### config.mk
export PLATFORM = sky130hd
export DESIGN_NAME = float_normalizer_flat
export DESIGN_NICKNAME = d
export VERILOG_FILES = /design/src/rtl/float_normalizer_if.sv /design/src/rtl/float_normalizer.sv /design/src/flat_wrapper.sv
export SDC_FILE = /design/constraint.sdc
export NUM_CORES = 1
export LEC_CHECK = 0
export ABC_AREA = 1
export CAP_MARGIN = 20
export CORE_ASPECT_RATIO = 0.8
export CORE_MARGIN = 5
export CORE_UTILIZATION = 40
export DETAILED_ROUTE_END_ITERATION = 12
export PLACE_DENSITY_LB_ADDON = 0.05
export SYNTH_ARGS = -nofsm -noshare
export SYNTH_HDL_FRONTEND = slang
export SYNTH_SLANG_ARGS = --single-unit
### constraint.sdc
create_clock -name clock -period 3.6 [get_ports clock]
set_clock_uncertainty 0.05 [all_clocks]
set_input_delay 0.9 -clock clock [delete_from_list [all_inputs] [get_ports clock]]
set_output_delay 0.9 -clock clock [all_outputs]
set_load 0.005 [all_outputs]
### src/rtl/float_normalizer_if.sv
// -----------------------------------------------------------------------------
// float_normalizer_if
// Handshake bundle for the float_normalizer stage.
//
// Valid/ready rule for both sides: a word moves on a rising clock edge where
// valid and ready are both high. The producer holds valid and its payload
// steady until that edge; ready may be dropped by the consumer at any time.
//
//   input side  : i_valid, i_sign, i_exp, i_mant (producer -> stage), o_ready
//   output side : o_valid, o_float, o_ovf, o_unf (stage -> consumer), i_ready
//
// master : upstream producer / downstream consumer (testbench side)
// slave  : the normalizer itself
// -----------------------------------------------------------------------------
interface float_normalizer_if #(
    parameter int NB_EXPONENTE = 4,
    parameter int NB_MANTISA   = 8,
    parameter int NB_EXP_IN    = 7
);
    logic                                 i_valid;
    logic                                 o_ready;
    logic                                 i_sign;
    logic signed [NB_EXP_IN-1:0]          i_exp;
    logic [2*(NB_MANTISA+1)-1:0]          i_mant;
    logic                                 o_valid;
    logic                                 i_ready;
    logic [NB_EXPONENTE+NB_MANTISA:0]     o_float;
    logic                                 o_ovf;
    logic                                 o_unf;

    modport master (
        output i_valid, i_sign, i_exp, i_mant, i_ready,
        input  o_ready, o_valid, o_float, o_ovf, o_unf
    );

    modport slave (
        input  i_valid, i_sign, i_exp, i_mant, i_ready,
        output o_ready, o_valid, o_float, o_ovf, o_unf
    );
endinterface

### src/rtl/float_normalizer.sv
// -----------------------------------------------------------------------------
// float_normalizer
// Normalize / round-to-nearest-even / pack stage for the custom float format
// {sign, NB_EXPONENTE exponent bits, NB_MANTISA fraction bits}. Takes the raw
// multiplier result (sign, signed biased exponent, full significand product)
// and left-normalizes it one bit per cycle before rounding and packing.
//
// Ports:
//   clock        rising-edge clock
//   i_reset      asynchronous reset, active low
//   bus          float_normalizer_if.slave (input and output handshakes)
//   o_dbg_state  current FSM state (IDLE=0, SHIFT=1, ROUND=2, OUT=3)
// -----------------------------------------------------------------------------
module float_normalizer #(
    parameter int NB_EXPONENTE = 4,
    parameter int NB_MANTISA   = 8,
    parameter int NB_EXP_IN    = 7
) (
    input  logic                  clock,
    input  logic                  i_reset,
    float_normalizer_if.slave     bus,
    output logic [1:0]            o_dbg_state
);
    localparam int H  = 2 * NB_MANTISA;          // hidden-bit position
    localparam int MW = 2 * (NB_MANTISA + 1);    // significand product width
    localparam int EW = NB_EXP_IN + 1;           // internal exponent width
    localparam int FW = 1 + NB_EXPONENTE + NB_MANTISA;
    localparam int CW = $clog2(H + 1);

    localparam logic [CW-1:0]        H_CNT    = CW'(H);
    localparam logic [CW-1:0]        CNT_ONE  = CW'(1);
    localparam logic signed [EW-1:0] EXP_ONE  = EW'(1);
    localparam logic signed [EW-1:0] EXP_ZERO = '0;
    localparam logic signed [EW-1:0] EXP_MAX  = EW'(2 ** NB_EXPONENTE);

    typedef enum logic [1:0] {
        S_IDLE  = 2'd0,
        S_SHIFT = 2'd1,
        S_ROUND = 2'd2,
        S_OUT   = 2'd3
    } state_t;

    state_t                  state_q, state_nx;
    logic                    sign_q;
    logic signed [EW-1:0]    exp_q;
    logic [MW-1:0]           mant_q;
    logic                    sticky_q;
    logic                    zero_q;
    logic [CW-1:0]           cnt_q;
    logic [FW-1:0]           float_q;
    logic                    ovf_q;
    logic                    unf_q;

    // Normalization is complete once the leading one sits at H or above,
    // the product is zero, or the left-shift budget is used up.
    logic shift_done;
    assign shift_done = (mant_q == '0) || mant_q[H+1] || mant_q[H] || (cnt_q == H_CNT);

    // ---------------- rounding / classification ----------------
    logic [NB_MANTISA-1:0]   frac;
    logic                    guard;
    logic                    sticky_all;
    logic                    round_up;
    logic [NB_MANTISA:0]     frac_sum;
    logic signed [EW-1:0]    exp_rnd;
    logic [FW-1:0]           res_float;
    logic                    res_ovf;
    logic                    res_unf;

    always_comb begin
        frac       = mant_q[H-1:NB_MANTISA];
        guard      = mant_q[NB_MANTISA-1];
        sticky_all = sticky_q | (|mant_q[NB_MANTISA-2:0]);
        // Nearest-even: ties go up only when the kept LSB is odd.
        round_up   = guard & (sticky_all | frac[0]);
        frac_sum   = {1'b0, frac} + {{NB_MANTISA{1'b0}}, round_up};
        // A carry out of the fraction means 1.11..1 rounded to 10.0: bump exponent.
        exp_rnd    = exp_q + {{(EW-1){1'b0}}, frac_sum[NB_MANTISA]};
        res_float  = '0;
        res_ovf    = 1'b0;
        res_unf    = 1'b0;
        if (zero_q) begin
            res_float = {sign_q, {(FW-1){1'b0}}};
        end else if (exp_rnd >= EXP_MAX) begin
            res_float = {sign_q, {(FW-1){1'b1}}};
            res_ovf   = 1'b1;
        end else if (exp_rnd <= EXP_ZERO) begin
            res_float = {sign_q, {(FW-1){1'b0}}};
            res_unf   = 1'b1;
        end else begin
            res_float = {sign_q, exp_rnd[NB_EXPONENTE-1:0], frac_sum[NB_MANTISA-1:0]};
        end
    end

    // ---------------- FSM: state register ----------------
    always_ff @(posedge clock or negedge i_reset) begin
        if (!i_reset) state_q <= S_IDLE;
        else          state_q <= state_nx;
    end

    // ---------------- FSM: next state ----------------
    always_comb begin
        state_nx = state_q;
        case (state_q)
            S_IDLE:  if (bus.i_valid) state_nx = S_SHIFT;
            S_SHIFT: if (shift_done)  state_nx = S_ROUND;
            S_ROUND: state_nx = S_OUT;
            S_OUT:   if (bus.i_ready) state_nx = S_IDLE;
            default: state_nx = S_IDLE;
        endcase
    end

    // ---------------- FSM: outputs ----------------
    always_comb begin
        bus.o_ready = (state_q == S_IDLE);
        bus.o_valid = (state_q == S_OUT);
        bus.o_float = float_q;
        bus.o_ovf   = ovf_q;
        bus.o_unf   = unf_q;
        o_dbg_state = state_q;
    end

    // ---------------- datapath ----------------
    always_ff @(posedge clock or negedge i_reset) begin
        if (!i_reset) begin
            sign_q   <= 1'b0;
            exp_q    <= '0;
            mant_q   <= '0;
            sticky_q <= 1'b0;
            zero_q   <= 1'b0;
            cnt_q    <= '0;
            float_q  <= '0;
            ovf_q    <= 1'b0;
            unf_q    <= 1'b0;
        end else begin
            case (state_q)
                S_IDLE: begin
                    if (bus.i_valid) begin
                        sign_q   <= bus.i_sign;
                        exp_q    <= {bus.i_exp[NB_EXP_IN-1], bus.i_exp};
                        mant_q   <= bus.i_mant;
                        sticky_q <= 1'b0;
                        zero_q   <= 1'b0;
                        cnt_q    <= '0;
                    end
                end
                S_SHIFT: begin
                    if (mant_q == '0) begin
                        zero_q <= 1'b1;
                    end else if (mant_q[H+1]) begin
                        // Product in [2,4): one right shift, keep the lost bit as sticky.
                        mant_q   <= mant_q >> 1;
                        sticky_q <= sticky_q | mant_q[0];
                        exp_q    <= exp_q + EXP_ONE;
                    end else if (!mant_q[H] && (cnt_q != H_CNT)) begin
                        mant_q <= mant_q << 1;
                        exp_q  <= exp_q - EXP_ONE;
                        cnt_q  <= cnt_q + CNT_ONE;
                    end
                end
                S_ROUND: begin
                    float_q <= res_float;
                    ovf_q   <= res_ovf;
                    unf_q   <= res_unf;
                end
                S_OUT: begin
                    if (bus.i_ready) begin
                        ovf_q <= 1'b0;
                        unf_q <= 1'b0;
                    end
                end
                default: ;
            endcase
        end
    end
endmodule
### src/flat_wrapper.sv
// flat-port wrapper written by rule: the top's interface ports become plain ports
module float_normalizer_flat 
#(
    parameter int NB_EXPONENTE = 4,
    parameter int NB_MANTISA   = 8,
    parameter int NB_EXP_IN    = 7
)
  (clock, i_reset, o_dbg_state, bus_i_valid, bus_i_sign, bus_i_exp, bus_i_mant, bus_i_ready, bus_o_ready, bus_o_valid, bus_o_float, bus_o_ovf, bus_o_unf);
  float_normalizer_if #(.NB_EXPONENTE(NB_EXPONENTE), .NB_MANTISA(NB_MANTISA), .NB_EXP_IN(NB_EXP_IN)) bus_i ();
  input  logic clock;
  input  logic i_reset;
  output logic [1:0] o_dbg_state;
  input wire logic [$bits(bus_i.i_valid)-1:0] bus_i_valid;
  input wire logic [$bits(bus_i.i_sign)-1:0] bus_i_sign;
  input wire logic [$bits(bus_i.i_exp)-1:0] bus_i_exp;
  input wire logic [$bits(bus_i.i_mant)-1:0] bus_i_mant;
  input wire logic [$bits(bus_i.i_ready)-1:0] bus_i_ready;
  output wire logic [$bits(bus_i.o_ready)-1:0] bus_o_ready;
  output wire logic [$bits(bus_i.o_valid)-1:0] bus_o_valid;
  output wire logic [$bits(bus_i.o_float)-1:0] bus_o_float;
  output wire logic [$bits(bus_i.o_ovf)-1:0] bus_o_ovf;
  output wire logic [$bits(bus_i.o_unf)-1:0] bus_o_unf;
  assign bus_i.i_valid = bus_i_valid;
  assign bus_i.i_sign = bus_i_sign;
  assign bus_i.i_exp = bus_i_exp;
  assign bus_i.i_mant = bus_i_mant;
  assign bus_i.i_ready = bus_i_ready;
  assign bus_o_ready = bus_i.o_ready;
  assign bus_o_valid = bus_i.o_valid;
  assign bus_o_float = bus_i.o_float;
  assign bus_o_ovf = bus_i.o_ovf;
  assign bus_o_unf = bus_i.o_unf;
  float_normalizer #(.NB_EXPONENTE(NB_EXPONENTE), .NB_MANTISA(NB_MANTISA), .NB_EXP_IN(NB_EXP_IN)) u_core (.clock(clock), .i_reset(i_reset), .bus(bus_i), .o_dbg_state(o_dbg_state));
endmodule
==> out/metrics.csv, run 1 <==
stage,metric,value,unit
timing,final hold vios,0,
yosys,top-count cell post-synth,nand2_1,
clock_network,Clock transition at path regs,100,ps
yosys,Post-synth EDFFs,0,
setup_path,CP max FO,14,
hold_path,HP Class,input port to asynchronous set/reset pin,
power,leakage,2.110,nW
setup_path,CP dominant cell by count,nand2_1,
clock_network,Num Clock Sinks,51,
global_route,first-pass GRT wire length,15200,um
yosys,synth unique cells,32,
yosys,Synth top cells by count,"nand2_1 (236), dfrtp_1 (51), inv_1 (46)",
yosys,mapped cell area,3486,sq um
route,drt pass-1 iters,5,
timing,min Tclk post-route,2888,ps
global_route,vias in the first global route,3136,
yosys,Area contributors post-synth,"dfrtp_1 (37%), nand2_1 (25%), ha_1 (5.4%)",
global_route,initial antenna violation count,0,
layout,area added between synthesis and finish,18.34,%
clock_network,total CTS buffers,5,
floorplan,initial core utilization,41.09,%
clock_network,Root Buffer,clkbuf_8,
setup_path,CP Capture Type,flop,
layout,Reg area,1276,sq um
setup_path,Worst setup SP type,flop,
yosys,Post-synth top flop,dfrtp_1,
route,Vias,3264,
yosys,Ys Warns,0,
setup_path,CP Class,flop to flop,
route,routed length per instance,13.41,um
setup_path,Slowest cell on crit path,dfrtp_1,
setup_path,WP data required,3760,ps
place,gpl congestion,0.8447,
clock_network,H-Tree Depth,2,
yosys,fraction of registers with async set or reset after synthesis,100.0,%
place,dpl hpwl,6181,um
timing,fin. max-slew vios,0,
route,Via-to-Cell Ratio,4.938,
route,antenna-violating nets left,0,
clock_network,CTS tree,done,
setup_path,cell family with most CP delay,simple AND/OR/NAND/NOR gates,
clock_network,postcts setup bufs,0,
clock_network,"Clk Latency, worst-skew pair",310,ps
yosys,syn_area_per_cell,6.862,sq um
timing,max frequency,346.3,MHz
route,Post-route DRC,0,
run,maxcap violations,0,
timing,Max transition margin,43.11,%
place,count of input and output buffers,48,
layout,area of the multi-input gates,1913,sq um
power,Cell Pwr Density,877.7,nW/um^2
clock_network,hold-fix buffers at CTS,0,
floorplan,# IOs,49,
global_route,GRT Resource Usage Total,17.52,%
power,Tot Pwr,3.621,mW
floorplan,Core Region,8483,sq um
route,drt initial violations,221,
floorplan,Die X,114.4,um
floorplan,Die Ht,93.50,um
clock_network,cts repair resizes,0,
setup_path,"Cell Chain, Critical Path","nand2_1, inv_1, ha_1, nand3_1, nor2_1, nand3_1, nor2_1, ha_1, ha_1, nand3_1, nand2_1, nand2_1, nor2_1, nand2_1, nand2_1, o21ai_0, nand2_1, nand2_1",
layout,ratio of cells with drive above 1 in the final layout,5.647,%
timing,# setup viols final,0,
yosys,#FFs+latches synth,51,
yosys,Gate Count Post-Synth,508,
yosys,Mapped Nets,554,
floorplan,die area,10690,sq um
layout,Final nets,594,
timing,setup TNS,0,ps
global_route,largest net degree at the start of global routing,44,
yosys,top cell type's share of synthesized area,36.61,%
layout,ant diodes,0,
global_route,grt total ovfl,0,
route,DRT Wirelength,8863,um
setup_path,WP buf/inv,1,
power,Peak VDD IR,0.5018,mV
layout,number of fill cells in the layout,876,
yosys,leading area contributor after synthesis,dfrtp_1,
yosys,register area share after synthesis,36.61,%
timing,RSZ-0062 raised after global routing,no,
outcome,status,completed,
setup_path,CP peak stage delay,450,ps
floorplan,std cell rows,30,
timing,worst slew pin tran,850.3,ps
clock_network,Max clock buf depth,2,
timing,crit share post-route,80.21,%
setup_path,Worst EP arrival,3050,ps
==> report_power, final <==
part	switching [mW]	leakage (nW)	internal (mW)	total [mW]
sequential	0.263	0.656	0.809	1.07
combinational	1.33	1.39	0.793	2.12
clock	0.199	0.0612	0.225	0.424
==> cell families after synthesis <==
kind of cell,synth area share [%]
AO/OA/AOI/OAI,7.035
XOR/XNOR,3.015
adder cells (fa/ha/maj),5.958
buffers and inverters,8.507
flip-flops,36.61
multiplexers,0.3230
AND/OR/NAND/NOR,38.55
==> per-layer routing <==
| metal | track usage [%] | part of all wire, % |
|---|---|---|
| met5 | 0 | 0 |
| met1 | 24.25 | 50 |
| met2 | 27.97 | 45 |
| met3 | 2.975 | 3.4 |
| met4 | 5.341 | 1.4 |
==> flip-flops by register name, summed over array words and instances (netlist names) <==
name and cells:
u_core.cnt_q 5, u_core.bus.o_float 13, u_core.mant_q 18, u_core.sign_q 1, u_core.zero_q 1, u_core.sticky_q 1, u_core.bus.o_ovf 1, u_core.o_dbg_state 2
u_core.bus.o_unf 1, u_core.exp_q 8
==> final timing paths <==
| check | startpoint | endpoint | slack [ps] | cells after the start |
|---|---|---|---|---|
| hold reg to reg | u_core.bus.o_float[12]$_DFFE_PN0P_ | u_core.bus.o_float[12]$_DFFE_PN0P_ | 430 | 2 |
| min in group clock | u_core.bus.o_float[12]$_DFFE_PN0P_ | u_core.bus.o_float[12]$_DFFE_PN0P_ | 430 | 2 |
| max in group asynchronous | i_reset | u_core.sign_q$_DFFE_PN0P_ | 2270 | 2 |
| setup / recovery | u_core.mant_q[7]$_DFFE_PN0P_ | u_core.bus.o_float[6]$_DFFE_PN0P_ | 710 | 18 |
| hold / removal | i_reset | u_core.bus.o_float[8]$_DFFE_PN0P_ | 380 | 1 |
| setup reg to reg | u_core.mant_q[7]$_DFFE_PN0P_ | u_core.bus.o_float[6]$_DFFE_PN0P_ | 710 | 18 |
==> cell usage in the layout (no fill, tap or decap), types with 2 or more instances in the layout <==
| cell type | n |
|---|---|
| a21oi_1 | 8 |
| o21ai_0 | 18 |
| nand3_1 | 36 |
| nand3_2 | 3 |
| o22ai_1 | 3 |
| inv_1 | 46 |
| nor2_4 | 3 |
| dfrtp_1 | 51 |
| clkbuf_8 | 6 |
| o211ai_1 | 10 |
| nand2_2 | 4 |
| inv_2 | 4 |
| ha_1 | 15 |
| nor2_1 | 26 |
| nand3b_1 | 3 |
| clkdlybuf4s50_1 | 47 |
| xor2_1 | 9 |
| nor2_2 | 2 |
| xnor2_1 | 3 |
| nand4_1 | 4 |
| buf_4 | 2 |
| nand2_1 | 236 |
==> final cells by class <==
cell class / count / area share, %
clock inverters: 2 / 0.8493
repair buffers: 50 / 11.89
clock buffers: 6 / 2.002
flip-flops and latches: 51 / 30.94
well taps: 112 / 3.397
multi-input cells: 390 / 46.38
inverters: 50 / 4.550
==> through the flow <==
stage | cell area, sq um | std cells | hold WS [ps] | utilization (%) | setup slack (ps)
2_1_floorplan | 3486 | 508 | 393.4 | - | 1229
3_3_place_gp | 4008 | 653 | 406.8 | 47.24 | 884.8
3_5_place_dp | 4008 | 653 | 413.1 | 47.24 | 752.4
4_1_cts | 4125 | 661 | 382.9 | 48.63 | 710.4
5_1_grt | 4125 | 661 | 390.8 | 48.63 | 286.6
6_report | 4125 | 661 | 384.9 | 48.63 | 712.4
(Power assumes the default switching activity.)
==> run 2: changes to the inputs <==
clock period = 2.4 ns   (was 3.6 ns; I/O delays follow)
==> out/metrics.csv, run 2 (synthesis gave the netlist of run 1 again) <==
stage,metric,value,unit,change
timing,max frequency,439.0,MHz,
clock_network,CTS tree,done,,
global_route,GRT Resource Usage Total,17.79,%,+0.27 points
clock_network,H-Tree Depth,2,,unchanged
timing,worst slew pin tran,697.2,ps,-153.1 ps
place,"worst slack, placed",-54.84,ps,-807.2 ps
route,antenna-violating nets left,0,,unchanged
clock_network,Root Buffer,clkbuf_8,,
setup_path,CP max FO,5,,-9
global_route,vias in the first global route,3302,,+5.3%
layout,"commonest non-fill, non-tap cell in the layout",nand2_1,,
place,dpl hpwl,6300,um,+1.9%
clock_network,Max clock buf depth,2,,unchanged
outcome,status,completed,,
global_route,GRT Max-Usage Layer,met2,,
route,Post-route DRC,0,,unchanged
timing,crit share post-route,94.92,%,
timing,RSZ-0062 raised after global routing,yes,,
clock_network,total CTS buffers,5,,unchanged
setup_path,Worst EP arrival,1630,ps,-1420 ps
global_route,met3 Use GR,3.493,%,+0.52 points
global_route,first-pass GRT wire length,15530,um,+2.2%
setup_path,reg2reg path depth,19,,+1
timing,final hold vios,0,,unchanged
layout,fin util,52.68,%,+4.1 points
global_route,initial antenna violation count,0,,unchanged
power,Cell Pwr Density,1321,nW/um^2,+50%
setup_path,WP data required,1750,ps,-2010 ps
clock_network,"Clk Latency, worst-skew pair",310,ps,about the same
floorplan,Die Ht,93.50,um,unchanged
layout,number of flip-flops in the largest register,18,,unchanged
power,leakage,2.231,nW,+5.8%
global_route,met1 usage,24.13,%,-0.12 points
route,DRT Wirelength,9128,um,+3.0%
setup_path,crit path capture,bus_o_ready,,
place,count of input and output buffers,48,,unchanged
route,Vias,3308,,+1.3%
timing,Max transition margin,53.52,%,+10 points
power,Tot Pwr,5.904,mW,+63%
timing,Fin Hold WS,363.3,ps,-21.54 ps
floorplan,Core Region,8483,sq um,unchanged
run,maxcap violations,0,,unchanged
timing,# setup viols final,0,,unchanged
route,drt initial violations,178,,-19%
layout,ant diodes,0,,unchanged
timing,fin. max-slew vios,0,,unchanged
floorplan,Die X,114.4,um,unchanged
global_route,grt total ovfl,0,,unchanged
setup_path,worst reg2reg path startpoint,u_core.mant_q[7]$_DFFE_PN0P_,,
floorplan,std cell rows,30,,unchanged
route,drt pass-1 iters,4,,-1
layout,ratio of cells with drive above 1 in the final layout,15.36,%,+9.7 points
setup_path,FF-to-FF setup slack,130,ps,-580 ps
setup_path,Crit. Startpoint,u_core.o_dbg_state[0]$_DFFE_PN0P_,,
global_route,largest net degree at the start of global routing,52,,+18%
hold_path,HP Class,input port to asynchronous set/reset pin,,
layout,Top reg by flops,u_core.mant_q,,
floorplan,# IOs,49,,unchanged
timing,min Tclk post-route,2278,ps,
layout,"commonest cells after routing, fill and taps aside","nand2_1 (227), dfrtp_1 (51), clkdlybuf4s50_1 (47), inv_1 (43), nand3_1 (32)",,
place,gpl congestion,0.8203,,-2.9%
setup_path,CP Class,flop to output port,,
timing,final setup margin,122.0,ps,-590.3 ps
clock_network,Clock transition at path regs,100,ps,about the same
global_route,M2 GR Usage,29.39,%,+1.4 points
clock_network,Num Clock Sinks,51,,unchanged
route,routed length per instance,13.33,um,-0.62%
layout,Final nets,618,,+4.0%
floorplan,die area,10690,sq um,unchanged
route,Via-to-Cell Ratio,4.829,,-2.2%
floorplan,initial core utilization,41.09,%,unchanged
setup_path,Worst R2R End,u_core.bus.o_float[0]$_DFFE_PN0P_,,
setup_path,Worst setup SP type,flop,,
power,Peak VDD IR,0.5947,mV,+19%
layout,area added between synthesis and finish,28.21,%,
setup_path,CP Capture Type,output port,,
[run 2: cell types whose count changed in the layout (fill, tap and decap cells not counted), moves of 3 or more]
cell	previous run	this run
buf_4	2	22
ha_1	15	11
inv_1	46	43
inv_2	4	7
nand2_1	236	227
nand2_2	4	10
nand2_4	1	5
nand3_1	36	32
nor2_1	26	22
nor2_2	2	5
o21ai_0	18	7
o21ai_2	1	10
[run 2: how the worst min path moves through the flow]
stage                                         end  cells past startpoint  slack, ps
2_1_floorplan   u_core.bus.o_float[0]$_DFFE_PN0P_                      0        250
3_3_place_gp   u_core.bus.o_float[12]$_DFFE_PN0P_                      2        410
3_5_place_dp    u_core.bus.o_float[4]$_DFFE_PN0P_                      2        410
4_1_cts               u_core.exp_q[3]$_DFFE_PN0P_                      2        390
5_1_grt               u_core.cnt_q[1]$_DFFE_PN0P_                      2        430
6_report              u_core.exp_q[5]$_DFFE_PN0P_                      2        360
[run 2: worst max-delay path: stages, from the launching register on]
cell and delay (ps):
dfrtp_1 450, inv_1 100, ha_2 240, clkdlybuf4s50_1 520
[run 2: metal layers]
| layer | vias to the layer above | share of wire [%] | wire, um |
|---|---|---|---|
| met5 | - | 0 | 0 |
| met4 | 0 | 0.93 | 85 |
| met3 | 10 | 3.7 | 339 |
| li1 | 1714 | - | - |
| met1 | 1531 | 49 | 4505 |
| met2 | 53 | 46 | 4197 |
[run 2: repair_timing]
action                     in CTS  in global routing
setup buffers                   2                  1
gates cloned                    0                  2
hold buffers                    0                  0
gates resized for setup        10                 45
setup endpoints to repair      13                 15
pin swaps                       3                 19
[run 2: power breakdown]
part | internal [mW] | switching, mW
logic | 1.54 | 2.30
registers | 1.21 | 0.331
clock network | 0.205 | 0.308
[run 2: cell type report]
cell class / instances / area, sq um
Fill cell: 877 / 4014
Timing Repair Buffer: 73 / 696.9
Inverter: 50 / 187.7
Sequential cell: 51 / 1276
Clock buffer: 6 / 72.57
Multi-Input combinational cell: 391 / 2083
Clock inverter: 2 / 12.51
Tap cell: 112 / 140.1
[run 2: stage by stage]
step                cell area [sq um]  instances  setup TNS [ps]
floorplan                        3486        508               0
global placement                 4163        672          -11.39
detailed placement               4163        672          -314.7
CTS                              4300        682               0
global route                     4469        685          -760.9
finish                           4469        685               0
